===== config.mk =====
export PLATFORM = sky130hd
export DESIGN_NAME = d_hazard_branch_flat
export DESIGN_NICKNAME = d
export VERILOG_FILES = /design/src/rtl/d_hazard_branch_pkg.sv /design/src/rtl/d_hazard_branch_if.sv /design/src/rtl/d_hazard_branch_instr_class.sv /design/src/rtl/d_hazard_branch.sv /design/src/flat_wrapper.sv
export SDC_FILE = /design/constraint.sdc
export NUM_CORES = 1
export LEC_CHECK = 0
export CAP_MARGIN = 10
export CORE_MARGIN = 2
export CORE_UTILIZATION = 27
export CTS_BUF_LIST = sky130_fd_sc_hd__clkbuf_4 sky130_fd_sc_hd__clkbuf_8
export DETAILED_ROUTE_END_ITERATION = 16
export GPL_TIMING_DRIVEN = 0
export HOLD_SLACK_MARGIN = 0.12
export PLACE_DENSITY_LB_ADDON = 0.08
export SYNTH_ARGS = -nofsm -noshare
export SYNTH_HDL_FRONTEND = slang
export SYNTH_HIERARCHICAL = 1
export SYNTH_SLANG_ARGS = --single-unit

===== constraint.sdc =====
create_clock -name clk -period 8.37 [get_ports clk]
set_input_delay 2.511 -clock clk [delete_from_list [all_inputs] [get_ports clk]]
set_output_delay 2.511 -clock clk [all_outputs]
set_load 0.005 [all_outputs]

===== src/rtl/d_hazard_branch_pkg.sv =====
// Shared decode constants, scoreboard entry layout and hazard helpers for the
// decode-stage hazard/branch unit and its instruction classifier.
package d_hazard_branch_pkg;

   // Scoreboard entry geometry
   localparam int REG_W  = 5;
   localparam int TNEW_W = 2;

   // Primary opcodes
   localparam logic [5:0] OP_SPECIAL = 6'h00;
   localparam logic [5:0] OP_J       = 6'h02;
   localparam logic [5:0] OP_JAL     = 6'h03;
   localparam logic [5:0] OP_BEQ     = 6'h04;
   localparam logic [5:0] OP_ORI     = 6'h0d;
   localparam logic [5:0] OP_LUI     = 6'h0f;
   localparam logic [5:0] OP_LW      = 6'h23;
   localparam logic [5:0] OP_SW      = 6'h2b;

   // SPECIAL function codes
   localparam logic [5:0] FN_JR   = 6'h08;
   localparam logic [5:0] FN_ADDU = 6'h21;
   localparam logic [5:0] FN_SUBU = 6'h23;

   // Link register written by jal
   localparam logic [REG_W-1:0] RA_REG = 5'd31;

   // Instruction classes recognised in decode
   typedef enum logic [3:0] {
      K_NOP  = 4'd0,
      K_ADDU = 4'd1,
      K_SUBU = 4'd2,
      K_ORI  = 4'd3,
      K_LUI  = 4'd4,
      K_LW   = 4'd5,
      K_SW   = 4'd6,
      K_BEQ  = 4'd7,
      K_J    = 4'd8,
      K_JAL  = 4'd9,
      K_JR   = 4'd10
   } instr_kind_e;

   // Fetch redirect selector
   typedef enum logic [1:0] {
      PC_SEQ = 2'b00,
      PC_BEQ = 2'b01,
      PC_J   = 2'b10,
      PC_JR  = 2'b11
   } pcsrc_e;

   // One in-flight producer: destination register and cycles until its result exists
   typedef struct packed {
      logic [REG_W-1:0]  dst;
      logic [TNEW_W-1:0] tnew;
   } sb_entry_t;

   localparam sb_entry_t SB_EMPTY = '{dst: 5'd0, tnew: 2'd0};

   // Age a producer by one stage; tnew never goes below zero
   function automatic logic [TNEW_W-1:0] tnew_decay(input logic [TNEW_W-1:0] tnew);
      logic [TNEW_W-1:0] result;
      if (tnew == 2'd0) begin
         result = 2'd0;
      end else begin
         result = tnew - 2'd1;
      end
      return result;
   endfunction

   // True when a used source operand would read a value this producer has not made yet
   function automatic logic sb_hit(input logic             used,
                                   input logic [REG_W-1:0]  idx,
                                   input logic [TNEW_W-1:0] tuse,
                                   input sb_entry_t         ent);
      return used && (idx != 5'd0) && (idx == ent.dst) && (ent.tnew > tuse);
   endfunction

endpackage


===== src/rtl/d_hazard_branch_if.sv =====
// Decode <-> fetch redirect/stall bundle, plus the scoreboard destinations
// exported for forwarding selection.
interface d_hazard_branch_if;
   import d_hazard_branch_pkg::*;

   logic [31:0]      D_instr;
   logic [31:0]      D_PC;
   logic [31:0]      D_rs_data;
   logic [31:0]      D_rt_data;
   logic [31:0]      next_pc;
   logic [1:0]       PCSrc;
   logic             stall;
   logic             E_clr;
   logic [REG_W-1:0] E_dst;
   logic [REG_W-1:0] M_dst;

   // Pipeline side: presents the IF/ID contents, consumes the redirect
   modport master (
      output D_instr, D_PC, D_rs_data, D_rt_data,
      input  next_pc, PCSrc, stall, E_clr, E_dst, M_dst
   );

   // Hazard/branch unit side
   modport slave (
      input  D_instr, D_PC, D_rs_data, D_rt_data,
      output next_pc, PCSrc, stall, E_clr, E_dst, M_dst
   );

endinterface


===== src/rtl/d_hazard_branch_instr_class.sv =====
// Combinational classifier: from one instruction word produce its class,
// destination register, Tnew when it sits in E, and per-operand Tuse/use flags.
// Written to be instantiated again by the E/M forwarding logic.
module d_instr_class
   import d_hazard_branch_pkg::*;
#(
   parameter logic [TNEW_W-1:0] LOAD_TNEW = 2'd2,
   parameter logic [TNEW_W-1:0] ALU_TNEW  = 2'd1
) (
   input  logic [31:0]       instr,
   output instr_kind_e       kind,
   output logic [REG_W-1:0]  dst,
   output logic [TNEW_W-1:0] tnew_e,
   output logic              use_rs,
   output logic              use_rt,
   output logic [TNEW_W-1:0] tuse_rs,
   output logic [TNEW_W-1:0] tuse_rt
);

   logic [5:0]       op_s;
   logic [5:0]       funct_s;
   logic [REG_W-1:0] rt_s;
   logic [REG_W-1:0] rd_s;
   logic             unused_shamt_s;

   assign op_s           = instr[31:26];
   assign funct_s        = instr[5:0];
   assign rt_s           = instr[20:16];
   assign rd_s           = instr[15:11];
   assign unused_shamt_s = ^instr[10:6];

   // Identify the instruction; anything outside the supported set is a nop
   always_comb begin
      kind = K_NOP;
      case (op_s)
         OP_SPECIAL: begin
            case (funct_s)
               FN_ADDU: kind = K_ADDU;
               FN_SUBU: kind = K_SUBU;
               FN_JR:   kind = K_JR;
               default: kind = K_NOP;
            endcase
         end
         OP_ORI:  kind = K_ORI;
         OP_LUI:  kind = K_LUI;
         OP_LW:   kind = K_LW;
         OP_SW:   kind = K_SW;
         OP_BEQ:  kind = K_BEQ;
         OP_J:    kind = K_J;
         OP_JAL:  kind = K_JAL;
         default: kind = K_NOP;
      endcase
   end

   // Derive destination, result timing and operand demand from the class
   always_comb begin
      dst     = 5'd0;
      tnew_e  = 2'd0;
      use_rs  = 1'b0;
      use_rt  = 1'b0;
      tuse_rs = 2'd0;
      tuse_rt = 2'd0;
      case (kind)
         K_ADDU, K_SUBU: begin
            dst     = rd_s;
            tnew_e  = ALU_TNEW;
            use_rs  = 1'b1;
            use_rt  = 1'b1;
            tuse_rs = 2'd1;
            tuse_rt = 2'd1;
         end
         K_ORI: begin
            dst     = rt_s;
            tnew_e  = ALU_TNEW;
            use_rs  = 1'b1;
            tuse_rs = 2'd1;
         end
         K_LUI: begin
            dst    = rt_s;
            tnew_e = ALU_TNEW;
         end
         K_LW: begin
            dst     = rt_s;
            tnew_e  = LOAD_TNEW;
            use_rs  = 1'b1;
            tuse_rs = 2'd1;
         end
         K_SW: begin
            use_rs  = 1'b1;
            use_rt  = 1'b1;
            tuse_rs = 2'd1;
            tuse_rt = 2'd2;
         end
         K_BEQ: begin
            use_rs  = 1'b1;
            use_rt  = 1'b1;
            tuse_rs = 2'd0;
            tuse_rt = 2'd0;
         end
         K_JR: begin
            use_rs  = 1'b1;
            tuse_rs = 2'd0;
         end
         K_JAL: begin
            dst    = RA_REG;
            tnew_e = 2'd0;
         end
         default: begin
            dst     = 5'd0;
            tnew_e  = 2'd0;
         end
      endcase
   end

endmodule


===== src/rtl/d_hazard_branch.sv =====
// Decode-stage hazard and branch unit: decides stalls from a two-entry
// producer scoreboard (E, M) and resolves beq/j/jal/jr redirects for fetch.
// The delay slot is architectural, so fetch is never flushed here.
module d_hazard_branch
   import d_hazard_branch_pkg::*;
#(
   parameter logic [TNEW_W-1:0] LOAD_TNEW = 2'd2,
   parameter logic [TNEW_W-1:0] ALU_TNEW  = 2'd1
) (
   input logic              clk,
   input logic              reset,
   d_hazard_branch_if.slave bus
);

   instr_kind_e       d_kind_s;
   logic [REG_W-1:0]  d_dst_s;
   logic [TNEW_W-1:0] d_tnew_s;
   logic              d_use_rs_s;
   logic              d_use_rt_s;
   logic [TNEW_W-1:0] d_tuse_rs_s;
   logic [TNEW_W-1:0] d_tuse_rt_s;
   logic [REG_W-1:0]  rs_idx_s;
   logic [REG_W-1:0]  rt_idx_s;

   sb_entry_t         e_r;
   sb_entry_t         m_r;

   logic              raw_stall_s;
   logic              stall_s;
   pcsrc_e            raw_pcsrc_s;
   pcsrc_e            pcsrc_s;
   logic [31:0]       seq_pc_s;
   logic [31:0]       br_off_s;
   logic [31:0]       br_pc_s;
   logic [31:0]       j_pc_s;
   logic [31:0]       next_pc_s;

   assign rs_idx_s = bus.D_instr[25:21];
   assign rt_idx_s = bus.D_instr[20:16];

   d_instr_class #(
      .LOAD_TNEW (LOAD_TNEW),
      .ALU_TNEW  (ALU_TNEW)
   ) u_d_class (
      .instr   (bus.D_instr),
      .kind    (d_kind_s),
      .dst     (d_dst_s),
      .tnew_e  (d_tnew_s),
      .use_rs  (d_use_rs_s),
      .use_rt  (d_use_rt_s),
      .tuse_rs (d_tuse_rs_s),
      .tuse_rt (d_tuse_rt_s)
   );

   // Stall when any used operand is still being produced in E or M; reset masks it
   always_comb begin
      raw_stall_s = sb_hit(d_use_rs_s, rs_idx_s, d_tuse_rs_s, e_r)
                  | sb_hit(d_use_rs_s, rs_idx_s, d_tuse_rs_s, m_r)
                  | sb_hit(d_use_rt_s, rt_idx_s, d_tuse_rt_s, e_r)
                  | sb_hit(d_use_rt_s, rt_idx_s, d_tuse_rt_s, m_r);
      if (!reset) begin
         stall_s = 1'b0;
      end else begin
         stall_s = raw_stall_s;
      end
   end

   // Candidate fetch targets; all sums wrap modulo 2^32
   always_comb begin
      seq_pc_s = bus.D_PC + 32'd4;
      br_off_s = {{14{bus.D_instr[15]}}, bus.D_instr[15:0], 2'b00};
      br_pc_s  = seq_pc_s + br_off_s;
      j_pc_s   = {bus.D_PC[31:28], bus.D_instr[25:0], 2'b00};
   end

   // Pick the redirect; stale operands (stall) or reset always fall back to sequential
   always_comb begin
      raw_pcsrc_s = PC_SEQ;
      case (d_kind_s)
         K_BEQ: begin
            if (bus.D_rs_data == bus.D_rt_data) begin
               raw_pcsrc_s = PC_BEQ;
            end else begin
               raw_pcsrc_s = PC_SEQ;
            end
         end
         K_J, K_JAL: raw_pcsrc_s = PC_J;
         K_JR:       raw_pcsrc_s = PC_JR;
         default:    raw_pcsrc_s = PC_SEQ;
      endcase

      if (!reset || raw_stall_s) begin
         pcsrc_s = PC_SEQ;
      end else begin
         pcsrc_s = raw_pcsrc_s;
      end

      case (pcsrc_s)
         PC_BEQ:  next_pc_s = br_pc_s;
         PC_J:    next_pc_s = j_pc_s;
         PC_JR:   next_pc_s = bus.D_rs_data;
         default: next_pc_s = seq_pc_s;
      endcase
   end

   // Advance the scoreboard: E ages into M, D enters E unless a bubble is inserted
   always_ff @(posedge clk) begin
      if (!reset) begin
         e_r <= SB_EMPTY;
         m_r <= SB_EMPTY;
      end else begin
         m_r <= '{dst: e_r.dst, tnew: tnew_decay(e_r.tnew)};
         if (stall_s) begin
            e_r <= SB_EMPTY;
         end else begin
            e_r <= '{dst: d_dst_s, tnew: d_tnew_s};
         end
      end
   end

   assign bus.stall   = stall_s;
   assign bus.E_clr   = stall_s;
   assign bus.PCSrc   = pcsrc_s;
   assign bus.next_pc = next_pc_s;
   assign bus.E_dst   = e_r.dst;
   assign bus.M_dst   = m_r.dst;

endmodule

===== src/flat_wrapper.sv =====
// flat-port wrapper written by rule: the top's interface ports become plain ports
module d_hazard_branch_flat import d_hazard_branch_pkg::*;
#(
   parameter logic [TNEW_W-1:0] LOAD_TNEW = 2'd2,
   parameter logic [TNEW_W-1:0] ALU_TNEW  = 2'd1
)
  (clk, reset, bus_D_instr, bus_D_PC, bus_D_rs_data, bus_D_rt_data, bus_next_pc, bus_PCSrc, bus_stall, bus_E_clr, bus_E_dst, bus_M_dst);
  d_hazard_branch_if bus_i ();
  input logic clk;
  input logic reset;
  input wire logic [$bits(bus_i.D_instr)-1:0] bus_D_instr;
  input wire logic [$bits(bus_i.D_PC)-1:0] bus_D_PC;
  input wire logic [$bits(bus_i.D_rs_data)-1:0] bus_D_rs_data;
  input wire logic [$bits(bus_i.D_rt_data)-1:0] bus_D_rt_data;
  output wire logic [$bits(bus_i.next_pc)-1:0] bus_next_pc;
  output wire logic [$bits(bus_i.PCSrc)-1:0] bus_PCSrc;
  output wire logic [$bits(bus_i.stall)-1:0] bus_stall;
  output wire logic [$bits(bus_i.E_clr)-1:0] bus_E_clr;
  output wire logic [$bits(bus_i.E_dst)-1:0] bus_E_dst;
  output wire logic [$bits(bus_i.M_dst)-1:0] bus_M_dst;
  assign bus_i.D_instr = bus_D_instr;
  assign bus_i.D_PC = bus_D_PC;
  assign bus_i.D_rs_data = bus_D_rs_data;
  assign bus_i.D_rt_data = bus_D_rt_data;
  assign bus_next_pc = bus_i.next_pc;
  assign bus_PCSrc = bus_i.PCSrc;
  assign bus_stall = bus_i.stall;
  assign bus_E_clr = bus_i.E_clr;
  assign bus_E_dst = bus_i.E_dst;
  assign bus_M_dst = bus_i.M_dst;
  d_hazard_branch #(.LOAD_TNEW(LOAD_TNEW), .ALU_TNEW(ALU_TNEW)) u_core (.clk(clk), .reset(reset), .bus(bus_i));
endmodule

[Word level (Yosys, flattened, before mapping)]
Cells that the tools add are included.
Operators by class
  mux-type cells: 13
  $add $sub $neg: 3
  bitwise logic cells: 4
  magnitude comparators: 4
  eq/ne operators: 28
  reduce and logical (&&, ||, !) cells: 25
Operators by type and width (number)
  32-bit one-hot mux with 3 select lines: 1
  32-bit by 3-bit adder with 32-bit output (second input constant): 1
  32-bit adder: 1
  32-bit equality test: 1
  4-bit one-hot mux with 8 select lines: 1
  6-bit equality test (second input constant): 4
  5-bit equality test: 4
  6-bit by 4-bit equality test with 1-bit output (second input constant): 3
  4-bit by 3-bit equality test with 1-bit output (second input constant): 4
  5-bit one-hot mux with 3 select lines: 1
  4-bit equality test (second input constant): 3
  6-bit by 2-bit equality test with 1-bit output (second input constant): 2
  4-bit one-hot mux with 3 select lines: 1
  1-bit logical AND: 10
  5-bit nonzero test: 2
  4-bit by 2-bit equality test with 1-bit output (second input constant): 2
  2-bit one-hot mux with 2 select lines: 2
  2-bit OR reduction: 4
  4-bit OR reduction: 2
  7-bit OR reduction: 1
  6-bit by 3-bit equality test with 1-bit output (second input constant): 1
  6-bit logical NOT: 1
  2-bit one-hot mux with 3 select lines: 1
  1-bit 2-to-1 mux: 5
  14 further kinds: 19
Word-level totals
  word-level logic and storage cells: 81
  output and inout port bits: 46
  bits of input ports: 130
  bits in registers: 14

[Longest topological paths before layout]
Gate-level depths: netlist of run 1.
  word-level depth: 16
  depth in mapped cells: 18
  gate-level depth less buffers: 18

[By module]
Netlist of run 1, hierarchy kept.
By module, submodules not included
  d_hazard_branch: cells each 557, area an instance 4205.3 µm², seq. area each 280.3 µm², instances 1
  d_instr_class: cells each 76, area an instance 508.0 µm², seq. area each 0.0 µm², instances 1

[Least setup slack after synthesis of run 1]
No wires, ideal clock.
  path kind: input-to-output
  from: in bus_D_instr[31]
  to: out bus_next_pc[31]
  arrival: 5.873 ns
  path slack: -0.014 ns
  stages on the path: 16
  buffers on the path: 2
  cell sequence: or4b_1 -> a211o_1 -> o211a_1 -> buf_6 -> nor3_1 -> ha_1 -> nor2b_1 -> o2111ai_1 -> o22ai_1 -> a32oi_1 -> and2_1 -> nand2b_4 -> or2_0 -> clkbuf_1 -> or4_1 -> nand3_1
RTL lines
  from (decl): line flat_wrapper.sv:11  | input wire logic [$bits(bus_i.D_instr)-1:0] bus_D_instr;
  6-bit by 2-bit equality test with 1-bit output (tied with other cells): line d_hazard_branch_instr_class.sv:35  | case (op_s)
  4-bit one-hot mux with 8 select lines (*): line d_hazard_branch_instr_class.sv:35
  4-bit by 1-bit equality test with 1-bit output / 4-bit by 2-bit equality test with 1-bit output (equally long branches): line d_hazard_branch_instr_class.sv:63  | case (kind)
  2-bit OR reduction: line d_hazard_branch_instr_class.sv:63
  2-bit one-hot mux with 2 select lines (*): line d_hazard_branch_instr_class.sv:63
  via u_core.d_tuse_rt_s[0]: line d_hazard_branch.sv:21  | logic [TNEW_W-1:0] d_tuse_rt_s;
  2-bit greater-than comparator: line d_hazard_branch_pkg.sv:74  | return used && (idx != 5'd0) && (idx == ent.dst) && (ent.tnew > tuse);
  1-bit logical AND: line d_hazard_branch_pkg.sv:74
  1-bit OR: line d_hazard_branch.sv:59  | | sb_hit(d_use_rt_s, rt_idx_s, d_tuse_rt_s, e_r)
  1-bit OR (*): line d_hazard_branch.sv:60  | | sb_hit(d_use_rt_s, rt_idx_s, d_tuse_rt_s, m_r);
  1-bit logical OR (*): line d_hazard_branch.sv:92  | if (!reset || raw_stall_s) begin
  2-bit 2-to-1 mux (*): line d_hazard_branch.sv:92
  2-bit equality test / 2-bit by 1-bit equality test with 1-bit output (equally long branches): line d_hazard_branch.sv:98  | case (pcsrc_s)
  32-bit one-hot mux with 3 select lines (*): line d_hazard_branch.sv:98
  to (decl): line flat_wrapper.sv:15  | output wire logic [$bits(bus_i.next_pc)-1:0] bus_next_pc;
Mark *: on every way through the listed nets, which the timed path passes. The rest lies on a longest branch.

[Worst setup path in the final report of run 1]
  from: in bus_D_instr[26]
  to: out bus_next_pc[31]
RTL lines
  6-bit by 2-bit equality test with 1-bit output (tied with other cells): line d_hazard_branch_instr_class.sv:35
  4-bit one-hot mux with 8 select lines (*): line d_hazard_branch_instr_class.sv:35
  4-bit by 3-bit equality test with 1-bit output (tied with other cells): line d_hazard_branch_instr_class.sv:63
  5-bit OR reduction (no line) (*)
  1-bit 2-to-1 mux (*): line d_hazard_branch_instr_class.sv:63
  via u_core.d_tuse_rs_s[0]: line d_hazard_branch.sv:20  | logic [TNEW_W-1:0] d_tuse_rs_s;
  2-bit by 1-bit greater-than comparator with 1-bit output: line d_hazard_branch_pkg.sv:74
  1-bit logical AND: line d_hazard_branch_pkg.sv:74
  1-bit OR (*): line d_hazard_branch.sv:58  | | sb_hit(d_use_rs_s, rs_idx_s, d_tuse_rs_s, m_r)
  1-bit OR (*): line d_hazard_branch.sv:59
  1-bit OR (*): line d_hazard_branch.sv:60
  1-bit logical OR (*): line d_hazard_branch.sv:92
  2-bit 2-to-1 mux (*): line d_hazard_branch.sv:92
  2-bit equality test / 2-bit by 1-bit equality test with 1-bit output (equally long branches): line d_hazard_branch.sv:98
  32-bit one-hot mux with 3 select lines (*): line d_hazard_branch.sv:98
Marks and branches as above.

==> impl_metrics.py, run 1 <==
metrics = {
    "global_routing": {
        "track_usage_pct": 23.4,
        "grt_overflow": 0,
        "grt_pass1_vias": 6160,
        "grt_pass1_wl_um": 33700,
        "grt_max_degree": 26,
        "antenna_found_initial": 0,
    },
    "clock_network": {
        "clkTransAtPathRegs_ns": 0.06,
        "h-tree-depth": 1,
        "numClockSinks": 14,
        "cts_root_buffer": "clkbuf_8",
        "clock_path_buffers": 2,
        "cts_tree": "done",
        "worst_skew_pair.late_latency_ns": 0.25,
        "cts_buffers": 3,
    },
    "route": {
        "routed_wl_um": 22500,
        "vias_per_cell": 5.30,
        "vias": 6009,
        "drtIter0Drc": 278,
        "first_pass_iters": 5,
        "met1_length_um": 9350,
        "top_layer": "met4",
        "drc": 0,
        "wl_met3_um": 938,
        "wire_per_inst_um": 19.8,
        "dr_wl_met2_um": 11500,
        "drtAntennaViolNets": 0,
    },
    "sta": {
        "drv_slew": 0,
        "tns_ns": -2.81,
        "fmax_mhz": 116,
        "rsz0062_at_grt": "true",
        "period_share_pct": 103,
        "worstMarginPinSlew_ns": 0.763,
        "holdWs_ns": 0.415,
        "hold_viol": 0,
        "fin_crit_ns": 8.58,
        "relSlewSlack_pct": 49.1,
        "setup_ws_ns": -0.214,
        "setup_viol": 26,
        "clock_skew_ns": 0.00360,
    },
    "setup_path": {
        "r2r.worst_path.cells": 7,
        "crit_path_cell_trace": "buf_8 > or4b_4 > a211o_1 > o211a_1 > a211oi_4 > ha_4 > nor2b_2 > o2111ai_2 > o22ai_2 > a32oi_2 > and2_4 > nand2b_4 > or2_4 > buf_6 > or4_1 > nand3_1 > buf_2",
        "critical_path_peak_fanout": 5,
        "critPathArrivalTime_ns": 6.07,
        "cpMaxStageDelayCell": "or4b_4",
        "critical_path_class": "primary input to output port",
        "worstSetupStartpointType": "primary input",
        "required_ns": 5.86,
        "endpoint_kind": "output port",
        "worst_path_largest_cell_delay_ns": 0.54,
    },
    "floorplan": {
        "placementRows": 48,
        "ios": 176,
        "die_y_um": 136,
        "start_util_pct": 27.4,
        "core_area_um2": 17200,
        "dieArea_um2": 18500,
        "die_x_um": 136,
    },
    "synth": {
        "synth_ff_type": "dfxtp_1",
        "synth_warnings": 6,
        "yosys-mux-area-fraction_pct": 9.88,
        "seq_area_frac_synth_pct": 5.95,
        "synth-seq-cells": 14,
        "synth_top_family_by_area": "compound AO/OA/AOI/OAI gates",
        "synth-compound-area-share_pct": 24.1,
        "netlist_instances": 633,
        "synthXorXnorAreaFrac_pct": 19.1,
        "synthSimpleGateAreaFrac_pct": 23.3,
        "synth_area_um2": 4710,
        "synth.distinct_cells": 65,
        "synth_edf_count": 0,
        "synth_nets": 808,
        "syn_avg_cell_area_um2": 7.45,
        "async_flop_share_pct": 0,
        "synthAdderAreaFrac_pct": 12.1,
    },
    "placement": {
        "place.gp.congestion": 0.854,
        "placed_area_um2": 6750,
        "io_buffers": 175,
        "hpwl_um": 16900,
    },
    "power": {
        "peakVddDrop_v": 0.0000346,
        "leakage_uw": 0.00391,
        "power_uw": 554,
        "p_per_area_nw_per_um2": 61.3,
    },
    "status": {
        "outcome": "complete, but fails checks",
        "violations": "setup timing",
    },
    "hold_path": {
        "hold_depth": 1,
        "hp-class": "flip-flop to flip-flop",
    },
    "layout": {
        "nNetsFinal": 1085,
        "final_cell_area_um2": 9040,
        "n_antenna_cell": 0,
        "drive_gt1_share_pct": 39.9,
        "fillCellCount": 1621,
        "area_growth_pct": 91.7,
    },
    "flow_run": {
        "maxCapViolCount": 0,
    },
}
## final cells by class
class                           instances  area, µm²  area share [%]
Buffer                                 27        299            3.31
Clock buffer                            3       41.3           0.457
Inverter                               18       72.6           0.803
Multi-Input combinational cell        565       5410            59.8
Sequential cell                        14        280            3.10
Tap cell                              225        282            3.12
Timing Repair Buffer                  281       2660            29.4
## layout by cell type (no fill, tap or decap), drive strengths merged, types with 18 or more instances in the layout
cell type | synthesis | routed
buf | 16 | 162
xnor2 | 50 | 50
o22ai | 21 | 21
nand3 | 28 | 28
clkbuf | 20 | 18
xor2 | 53 | 53
clkdlybuf4s50 | 0 | 112
mux2 | 20 | 20
mux2i | 24 | 24
nor2 | 36 | 36
inv | 18 | 18
a21oi | 44 | 44
nand2 | 45 | 45
ha | 44 | 44
and3 | 21 | 21
o21ai | 22 | 22
## synthesized netlist by cell type (all sizes together) (9+ instances only)
library cell  number  area (µm²)
a21o              16         120
a21oi             44         220
and2               9        56.3
and3              21         131
buf               16         113
clkbuf            20        75.1
dfxtp             14         280
ha                44         551
inv               18        67.6
mux2              20         225
mux2i             24         240
nand2             45         169
nand2b            10        70.1
nand3             28         140
nor2              36         135
nor2b             10        62.6
nor4              10        62.6
o21ai             22         114
o22ai             21         131
xnor2             50         438
xor2              53         464
## worst max-delay path, delay by kind of cell
family,cells,cell delay (ns)
and+or+nand+nor,7,1.65
AOI/OAI and AO/OA,6,1.39
buffers and inverters,3,0.35
adders and majority gates,1,0.19
## cell families after synthesis
family / after synthesis
and+or+nand+nor: 207
muxes: 44
buffers and inverters: 54
AOI/OAI and AO/OA: 165
adders and majority gates: 45
other: 1
xor gates and xnor gates: 103
DFF: 14
## flip-flops by register name, indices dropped and copies added (netlist names)
register,count
u_core/bus.E_dst,5
u_core/bus.M_dst,5
u_core/e_r,2
u_core/m_r,2
## final timing paths
path / from / endpoint / slack (ns)
worst max-delay path: bus_D_instr[26] / bus_next_pc[31] / -0.21
worst min-delay path: u_core/e_r[0] / u_core/m_r[0] / 0.42
worst max register to register: u_core/m_r[1] / u_core/bus.E_dst[1] / 6.60
worst min register to register: u_core/e_r[0] / u_core/m_r[0] / 0.42
## report_power, final
group / total (µW) / switching [µW] / internal (µW)
Combinational: 428 / 208 / 220
Sequential: 70.0 / 1.82 / 68.2
Clock: 56.1 / 24.2 / 31.9
## stage by stage
stage               util, %  std cells  setup WS (ns)
global placement       39.3       1033          -2.12
floorplan                 -        633         0.0558
CTS                    50.0       1117         -0.305
detailed placement     39.3       1033          -2.16
global route           52.6       1133         -0.331
finish                 52.6       1133         -0.214
## timing repair
item | CTS | global route
pin swaps | 74 | 44
hold buffers | 0 | 0
gates cloned | 4 | 0
setup endpoints to repair | 36 | 35
buffers inserted | 84 | 25
gates resized for setup | 444 | 109
## layer usage
layer / GRT usage [%] / up-vias
met5: 0 / -
met4: 7.75 / 0
met3: 2.39 / 36
met2: 42.0 / 174
met1: 29.0 / 2902
li1: - / 2897
(Power assumes the default switching activity.)
==> run 2: changes to the inputs <==
CORE_ASPECT_RATIO = 0.6   (was not set)
SETUP_SLACK_MARGIN = 0.05   (was not set)
==> impl_metrics.py, run 2 (same netlist as run 1, synthesis figures left out) <==
metrics = {
    "status": {
        "outcome": "complete, but fails checks",
        "violations": "setup timing",
    },
    "setup_path": {
        "critPathTopFamily": "simple AND/OR/NAND/NOR gates",
        "critical_path_peak_fanout": 4,
        "critPathArrivalTime_ns": 6.12,
        "crit_buf_inv": 4,
        "critical_path_class": "primary input to output port",
        "worst_path_largest_cell_delay_ns": 0.54,
        "endpoint_kind": "output port",
        "cpMaxStageDelayCell": "or4_4",
        "required_ns": 5.86,
        "worstSetupStartpointType": "primary input",
        "crit_path_cell_trace": "buf_8 > and4_4 > and4_1 > buf_4 > and3_4 > nand3_4 > nor2_4 > buf_6 > and3_4 > xor2_2 > ha_2 > a21oi_4 > o21bai_1 > a21o_1 > a21o_1 > o41ai_2 > a211o_1 > or4_4 > nand3_2 > buf_6",
    },
    "route": {
        "drc": 0,
        "vias_per_cell": 5.29,
        "wire_per_inst_um": 20.4,
        "routed_wl_um": 22600,
        "first_pass_iters": 4,
        "vias": 5871,
        "drtAntennaViolNets": 0,
        "drtIter0Drc": 352,
    },
    "power": {
        "peakVddDrop_v": 0.0000478,
        "p_per_area_nw_per_um2": 63.0,
        "leakage_uw": 0.00372,
    },
    "floorplan": {
        "start_util_pct": 27.5,
        "ios": 176,
        "placementRows": 37,
        "die_x_um": 175,
        "die_y_um": 106,
        "core_area_um2": 17100,
        "dieArea_um2": 18600,
    },
    "placement": {
        "dpl_worst_slack_ns": -2.24,
        "hpwl_um": 17500,
        "dp.cells": 1042,
        "place.gp.congestion": 0.878,
        "io_buffers": 175,
        "placed_area_um2": 6770,
    },
    "layout": {
        "final_common_cell": "clkdlybuf4s50_1",
        "final_cell_area_um2": 8710,
        "drive_gt1_share_pct": 35.5,
        "area_growth_pct": 84.8,
        "nNetsFinal": 1051,
        "fillCellCount": 1683,
        "final_cells": 1109,
        "final_cell_mix": "clkdlybuf4s50_1 (115), buf_4 (60), xor2_1 (46)",
        "n_antenna_cell": 0,
    },
    "sta": {
        "rsz0062_at_grt": "true",
        "tns_ns": -5.07,
        "setup_ws_ns": -0.262,
        "fmax_mhz": 116,
        "hold_viol": 0,
        "setup_viol": 31,
        "drv_slew": 0,
        "clock_skew_ns": 0.00356,
        "relSlewSlack_pct": 49.8,
        "worstMarginPinSlew_ns": 0.753,
        "fin_crit_ns": 8.63,
        "period_share_pct": 103,
    },
    "global_routing": {
        "grt_pass1_vias": 5897,
        "grt_overflow": 0,
        "track_usage_pct": 23.6,
        "grt_pass1_wl_um": 34200,
        "antenna_found_initial": 0,
        "grt_max_degree": 26,
    },
    "clock_network": {
        "clock_path_buffers": 2,
        "numClockSinks": 14,
        "cts_root_buffer": "clkbuf_8",
        "clkTransAtPathRegs_ns": 0.06,
        "worst_skew_pair.late_latency_ns": 0.25,
        "cts_buffers": 3,
        "cts_tree": "done",
        "ctsHoldBuffers": 0,
        "h-tree-depth": 1,
    },
    "hold_path": {
        "hp-class": "flip-flop to flip-flop",
    },
    "flow_run": {
        "maxCapViolCount": 0,
    },
}
-- run 2: stage by stage --
stage | utilization [%] | hold slack, ns | power (µW)
6_report | 50.9 | 0.427 | 549
3_3_place_gp | 39.5 | 0.402 | 391
5_1_grt | 50.9 | 0.438 | 581
4_1_cts | 48.6 | 0.419 | 522
3_5_place_dp | 39.5 | 0.410 | 393
2_1_floorplan | - | 0.392 | 240
-- run 2: where the power goes --
group	total [µW]	internal (µW)	switching, µW
clock network	68.2	41.7	26.5
registers	70.4	68.2	2.21
logic	410	205	205
-- run 2: worst register-to-register path, stage by stage, from the launching register on --
cell and delay (ns):
dfxtp_1 0.42, ha_1 0.27, nor2b_1 0.13, o2111ai_1 0.19, o22ai_2 0.13, a32oi_2 0.31
buf_4 0.22, and3_1 0.17
-- run 2: timing repair --
action / 4_1_cts / 5_1_grt
hold endpoints to repair: 0 / 0
pin swaps: 63 / 38
endpoints found under the setup margin: 36 / 35
setup buffers: 51 / 14
resized for setup: 427 / 74
cloned: 3 / 1
-- run 2: final timing paths --
path / startpoint / endpoint / slack [ns] / depth (start not counted)
worst max-delay path: bus_D_PC[6] / bus_next_pc[31] / -0.26 / 20
worst min-delay path: u_core/e_r[0] / u_core/m_r[0] / 0.43 / 1
worst max register to register: u_core/e_r[1] / u_core/bus.E_dst[1] / 6.47 / 7
worst min register to register: u_core/e_r[0] / u_core/m_r[0] / 0.43 / 1
-- run 2: cell type report --
cell class | instances | area (µm²) | area share [%]
multi-input combinational | 565 | 5290 | 60.7
tap | 234 | 293 | 3.36
timing repair buffer | 244 | 2370 | 27.2
clock buffer | 4 | 55.1 | 0.632
sequential | 14 | 280 | 3.22
inverter | 18 | 67.6 | 0.776
buffer | 30 | 353 | 4.05
-- run 2: routing by layer --
| layer | wire [µm] | share of wire, % | vias up | global-route usage, % |
|---|---|---|---|---|
| li1 | - | - | 2820 | - |
| met1 | 11900 | 53 | 2837 | 36.7 |
| met2 | 9380 | 41 | 202 | 35.2 |
| met3 | 1230 | 5.4 | 12 | 3.04 |
| met4 | 120 | 0.53 | 0 | 1.85 |
| met5 | 0 | 0 | - | 0 |
